<file path="config.mk">
export PLATFORM = sky130hd
export DESIGN_NAME = uart_prog_tx
export DESIGN_NICKNAME = d
export VERILOG_FILES = /design/src/rtl/uart_prog_tx.sv
export SDC_FILE = /design/constraint.sdc
export NUM_CORES = 1
export LEC_CHECK = 0
export ABC_AREA = 1
export CAP_MARGIN = 0
export CORE_MARGIN = 8
export CORE_UTILIZATION = 59
export CTS_BUF_LIST = sky130_fd_sc_hd__clkbuf_4 sky130_fd_sc_hd__clkbuf_8 sky130_fd_sc_hd__clkbuf_16
export DETAILED_ROUTE_END_ITERATION = 10
export PLACE_DENSITY = 0.8
export SKIP_LAST_GASP = 1
export SLEW_MARGIN = 20
export SYNTH_ARGS = -nofsm -noshare
export SYNTH_HDL_FRONTEND = slang
export SYNTH_SLANG_ARGS = --single-unit
</file>
<file path="constraint.sdc">
create_clock -name clk -period 3.5 [get_ports clk]
set_input_delay 0.525 -clock clk [delete_from_list [all_inputs] [get_ports clk]]
set_output_delay 0.525 -clock clk [all_outputs]
set_load 0.05 [all_outputs]
</file>
<file path="src/rtl/uart_prog_tx.sv">
// Programmable-baud 8N1 UART transmitter fed by a small byte FIFO.
// Define UART_PROG_TX_PARITY_EN to insert an even-parity bit between data and stop.
module uart_prog_tx #(
  parameter int FIFO_DEPTH = 4,
  parameter int BAUD_W     = 16
) (
  input  logic              clk,
  input  logic              rst,
  input  logic [BAUD_W-1:0] baud_cnt,
  input  logic              trmt,
  input  logic [7:0]        tx_data,
  output logic              TX,
  output logic              tx_done,
  output logic              busy,
  output logic              full,
  output logic              empty,
  output logic              ovf
);

  localparam int AW = $clog2(FIFO_DEPTH);

`ifdef UART_PROG_TX_PARITY_EN
  typedef enum logic [2:0] {S_IDLE, S_START, S_DATA, S_PAR, S_STOP} state_t;
`else
  typedef enum logic [1:0] {S_IDLE, S_START, S_DATA, S_STOP} state_t;
`endif

  // FIFO storage and bookkeeping
  logic [7:0]    mem_q [FIFO_DEPTH];
  logic [AW-1:0] wr_q, rd_q;
  logic [AW:0]   cnt_q, cnt_d;
  logic          full_q, empty_q, ovf_q;
  logic          push, pop;
  logic [7:0]    head;

  // Transmit FSM
  state_t            state_q;
  logic [BAUD_W-1:0] baud_q, bcnt_q, b_eff;
  logic [7:0]        shreg_q;
  logic [2:0]        bit_q;
  logic              tx_q, done_q, busy_q, bit_end;
`ifdef UART_PROG_TX_PARITY_EN
  logic              par_q;
`endif

  assign head    = mem_q[rd_q];
  assign bit_end = (bcnt_q == '0);
  assign b_eff   = (baud_cnt < BAUD_W'(2)) ? BAUD_W'(2) : baud_cnt;

  // Pop from IDLE, or on the last stop-bit cycle so the next start bit follows with no gap.
  assign pop  = !empty_q && ((state_q == S_IDLE) || ((state_q == S_STOP) && bit_end));
  assign push = trmt && !full_q;

  assign cnt_d = cnt_q + (AW+1)'(push) - (AW+1)'(pop);

  always_ff @(posedge clk) begin
    if (push) mem_q[wr_q] <= tx_data;
  end

  always_ff @(posedge clk) begin
    if (rst) begin
      wr_q    <= '0;
      rd_q    <= '0;
      cnt_q   <= '0;
      full_q  <= 1'b0;
      empty_q <= 1'b1;
      ovf_q   <= 1'b0;
    end else begin
      if (push) wr_q <= wr_q + AW'(1);
      if (pop)  rd_q <= rd_q + AW'(1);
      cnt_q   <= cnt_d;
      full_q  <= (cnt_d == (AW+1)'(FIFO_DEPTH));
      empty_q <= (cnt_d == '0);
      if (trmt && full_q) ovf_q <= 1'b1;
    end
  end

  always_ff @(posedge clk) begin
    if (rst) begin
      state_q <= S_IDLE;
      baud_q  <= '0;
      bcnt_q  <= '0;
      shreg_q <= '0;
      bit_q   <= '0;
      tx_q    <= 1'b1;
      done_q  <= 1'b0;
      busy_q  <= 1'b0;
`ifdef UART_PROG_TX_PARITY_EN
      par_q   <= 1'b0;
`endif
    end else begin
      // Pulse lands on the final clock of the stop bit (B >= 2 guarantees bcnt passes 1).
      done_q <= (state_q == S_STOP) && (bcnt_q == BAUD_W'(1));
      if (pop) begin
        state_q <= S_START;
        shreg_q <= head;
        baud_q  <= b_eff;
        bcnt_q  <= b_eff - BAUD_W'(1);
        bit_q   <= '0;
        tx_q    <= 1'b0;
        busy_q  <= 1'b1;
`ifdef UART_PROG_TX_PARITY_EN
        par_q   <= ^head;
`endif
      end else if (state_q != S_IDLE) begin
        bcnt_q <= bit_end ? baud_q - BAUD_W'(1) : bcnt_q - BAUD_W'(1);
        if (bit_end) begin
          case (state_q)
            S_START: begin
              state_q <= S_DATA;
              tx_q    <= shreg_q[0];
            end
            S_DATA: begin
              if (bit_q == 3'd7) begin
`ifdef UART_PROG_TX_PARITY_EN
                state_q <= S_PAR;
                tx_q    <= par_q;
`else
                state_q <= S_STOP;
                tx_q    <= 1'b1;
`endif
              end else begin
                shreg_q <= {1'b0, shreg_q[7:1]};
                tx_q    <= shreg_q[1];
                bit_q   <= bit_q + 3'd1;
              end
            end
`ifdef UART_PROG_TX_PARITY_EN
            S_PAR: begin
              state_q <= S_STOP;
              tx_q    <= 1'b1;
            end
`endif
            S_STOP: begin
              state_q <= S_IDLE;
              busy_q  <= 1'b0;
            end
            default: begin
              state_q <= S_IDLE;
              tx_q    <= 1'b1;
              busy_q  <= 1'b0;
            end
          endcase
        end
      end
    end
  end

  assign TX      = tx_q;
  assign tx_done = done_q;
  assign busy    = busy_q;
  assign full    = full_q;
  assign empty   = empty_q;
  assign ovf     = ovf_q;

endmodule

</file>
==> results.txt <==
- Synth unique cells: 39
* Antenna violations before repair: 0
- Reg2reg path depth: 16
- The run finished with clean final reports.
* Number of cells produced by synthesis: around 650
* Site Rows: 33
- Final core area utilization: between 60% and 70%
* Register-to-Register Setup Slack: 0.40 ns
- After the first detailed-routing iteration, the DRC count stood at between 200 and 300.
- The share of total power dissipated in the clock network is 14.7%.
- Number of enable-type register cells in the synthesized netlist: 32
* Fraction of power consumed by combinational cells: between 50% and 60%
- Detailed Routing Iterations Pass 1: 5
- Worst slew margin relative to its limit: about 47%
* Part of the Yosys area used for sequential elements: 43.7%
- Flop pwr share: around a third
- Together, buffers and inverters on the worst path number 3.
* Category of cells accounting for the largest share of critical-path delay: adder cells
* Final period util: roughly nine tenths
- Fill cells in the final layout number roughly 700.
- In the global route stage, overall resource usage came out at 21.2%.
- Critical path cell sequence: inv_1 > ha_1 > nand2_2 > nor2_4 > nand3_4 > nand2_4 > nand2_4 > clkinv_4 > ha_1 > inv_1 > ha_1 > fa_1 > xnor2_1 > xor2_1 > nand2_1 > nor2_1
* Die Outline Area: between 0.01 and 0.015 mm²
- The library cells used most frequently in the layout, excluding fill and tap cells, are nand2_1, nor2_1, inv_1.
* Number of clock sinks: 92
* Largest vdd supply drop: approximately 0.37 mV
- Counting flops with an async set or reset pin after synthesis yields a share of 0%.
- For this configuration, the core starts out at a cell density of 60.5%.
- Critical path required time: around 3.8 ns
- In this run, synthesis produced a sequential element count of 92.
- Port buffering added 32 buffers.
- For this design the static power due to leakage is about 2.3 nW.
- Highest Clock Rate: roughly 320 MHz
* CP startpoint kind: flop
- Die W: about 110 µm
- The worst setup path is captured at a flop.
- The number of nets in the synthesized netlist is a little under 700.
- Logic depth of the worst path, buffers included: 16
- Warning count from the yosys run: 0
- The clock arrives with approximately 0.015 ns of skew.
- Clock-pin slew was measured on the worst setup and hold paths at ~0.11 ns.
* Fraction of final layout cells sized beyond drive strength 1: under 10%
* Final antenna-violating net count: 0
* Maximum number of pins on one net before global-route repair: 52
* Setup violations, final: 0
- For this run the aggregate overflow at the end of global routing stands at 0.
- The number of pins exceeding their max-slew limit in the final report was 0.
- Cell internal power was estimated by the tool at around 2.5 mW.
- The worst hold path begins at rd_q[1]$_SDFFE_PP0N_.
- Latest clock arrival within the worst-skew pair: ~0.37 ns
* Cell mode on critical path: ha_1
- Summing all multi-input logic gate instances after layout gives 0.00237 mm².
- From bottom edge to top edge, the die measures 108 µm.
- CTS H-tree lvls: 3
- DRC errors left: 0
- Post-Route Hold Slack: roughly 0.47 ns
* CTS hold repair buffers: 0
- Synth Area per Inst: between 7 and 8 µm²
* Maximum count of clock buffers along a single path: 2
- Number of CTS-inserted buffers: 9
- The via count of the first global-routing pass came to around 4400.
- After the last flow step, the layout net total stands at about 700.
- First-pass GRT wire length: slightly below 20 mm
- Power density over cell area: approximately 870 mW/mm²
* Combined area of all synthesized cells: between 0.004 and 0.005 mm²
* Final Hold Fails: 0
- The repair_antennas step left the layout with diodes totalling 0.
* Crit Path Class: reg -> reg
* CTS tree: done
- Total vias in the final route: 4422
- Flip-flop cell with the highest count after synthesis: dfxtp_1
- Post-detail-place hpwl: between 8 and 9 mm
- DR WL/cell: 15.1 µm
- Final Wtd Congestion: approximately 0.96
* Worst path max stage delay: 0.38 ns
- In this run the worst hold path is classified as reg -> reg.
* Setup bufs post-CTS: 0
- Arrival time worst endpoint: about 3.4 ns
- Counting instances, the worst hold path has a depth of 2.
- Wire length reported by the detailed router: roughly 12 mm
- Switching pwr: between 2 and 2.5 mW
- From synthesis to final layout, the design area changed by 10.8%.
* Seq. cell area: between 0.002 and 0.0025 mm²
* Number of I/O pins: 33
- For the final routed database, the setup TNS stands at 0 ns.
- Worst setup path startpoint: bcnt_q[0]$_SDFFE_PP0N_
* Switch share: a little under half
- Minimum clock period after layout: around 3.1 ns
- Setup repair after global routing missed its margin: no
* Cell chosen for the clock root: clkbuf_8
* Critical path's slowest cell: dfxtp_1
- Most common library cell in the layout ignoring fill and taps: nand2_1
- CP Max Fanout: 35
- Across the run, the number of max-cap violations was 0.
- Number of cells upsized or downsized after cts: 0
* Detail-routed via count per cell: approximately 5.7
* Worst-Margin Slew: roughly 0.8 ns
- Startpoint of the worst-slack reg-to-reg timing path: bcnt_q[0]$_SDFFE_PP0N_
* Core Region: 0.00818 mm²
## synthesized netlist by cell type, drive strengths merged, types with 6 or more instances
master	n	area [µm²]
ha	16	200
nand2	106	418
a31oi	6	37.5
edfxtp	32	961
buf	9	88.8
nand3	62	340
a21oi	45	233
inv	72	270
clkbuf	12	45.0
xor2	11	96.3
nor2	99	387
nor3	17	85.1
o21ai	69	345
o22ai	8	50.1
dfxtp	60	1200
## per-stage QoR
step	total power, mW	cell area, µm²	setup slack [ns]	cells
2_1_floorplan	3.54	4940	0.785	647
4_1_cts	4.75	5480	0.385	782
6_report	4.76	5480	0.400	782
3_5_place_dp	4.04	5290	0.456	766
5_1_grt	5.17	5480	0.148	782
3_3_place_gp	3.94	5290	0.581	766
## worst paths after layout
check,end
setup reg to reg,full$_SDFF_PP0_
hold reg to reg,flop
hold / removal,flop
setup / recovery,full$_SDFF_PP0_
## cells by family after synthesis
group                      count (synthesis)  share of synthesized area (%)
and+or+nand+nor                          295                           26.3
AOI/OAI and AO/OA                        133                           14.3
buffers and inverters                     95                           8.43
DFF                                       92                           43.7
adders and majority gates                 17                           4.45
xor gates and xnor gates                  13                           2.30
muxes                                      2                          0.405
## sequential cells by signal, summed over array words and instances (netlist names), named ones only
| name | cells |
|---|---|
| bcnt_q | 16 |
| wr_q | 2 |
| cnt_q | 3 |
| tx_done | 1 |
| full | 1 |
| empty | 1 |
| ovf | 1 |
| shreg_q | 8 |
| baud_q | 16 |
| rd_q | 2 |
| busy | 1 |
| bit_q | 3 |
| state_q | 2 |
| TX | 1 |
| mem_q | 32 |
## power groups by stage
stage                     registers, mW  logic, mW  clock network (mW)
after global routing               1.68       2.73               0.755
after global placement             1.65       2.29                   0
after CTS                          1.64       2.40               0.711
after detailed placement           1.66       2.38                   0
final                              1.64       2.42               0.698
after floorplan                    1.66       1.88                   0
## cell type report
| cell class | count | share of cell area, % |
|---|---|---|
| inverters | 74 | 5.16 |
| repair buffers | 35 | 6.26 |
| well taps | 105 | 2.40 |
| clock buffers | 9 | 2.26 |
| multi-input cells | 460 | 43.2 |
| flip-flops and latches | 92 | 39.5 |
| clock inverters | 7 | 1.23 |
## worst reg2reg max path, delay by kind of cell (launching register included)
kind,cells,cell delay (ns)
adders and majority gates,4,1.15
xor gates and xnor gates,2,0.43
and+or+nand+nor,7,0.78
buffers and inverters,3,0.30
DFF,1,0.38
## metal layers
metal / vias up / global-route usage (%) / wire, µm / part of all wire, %
li1: 2205 / - / - / -
met1: 2051 / 22.9 / 4800 / 41
met2: 118 / 37.1 / 5920 / 50
met3: 48 / 3.41 / 495 / 4.2
met4: 0 / 14.6 / 596 / 5.0
met5: - / 0 / 0 / 0
(Power assumes the default switching activity.)
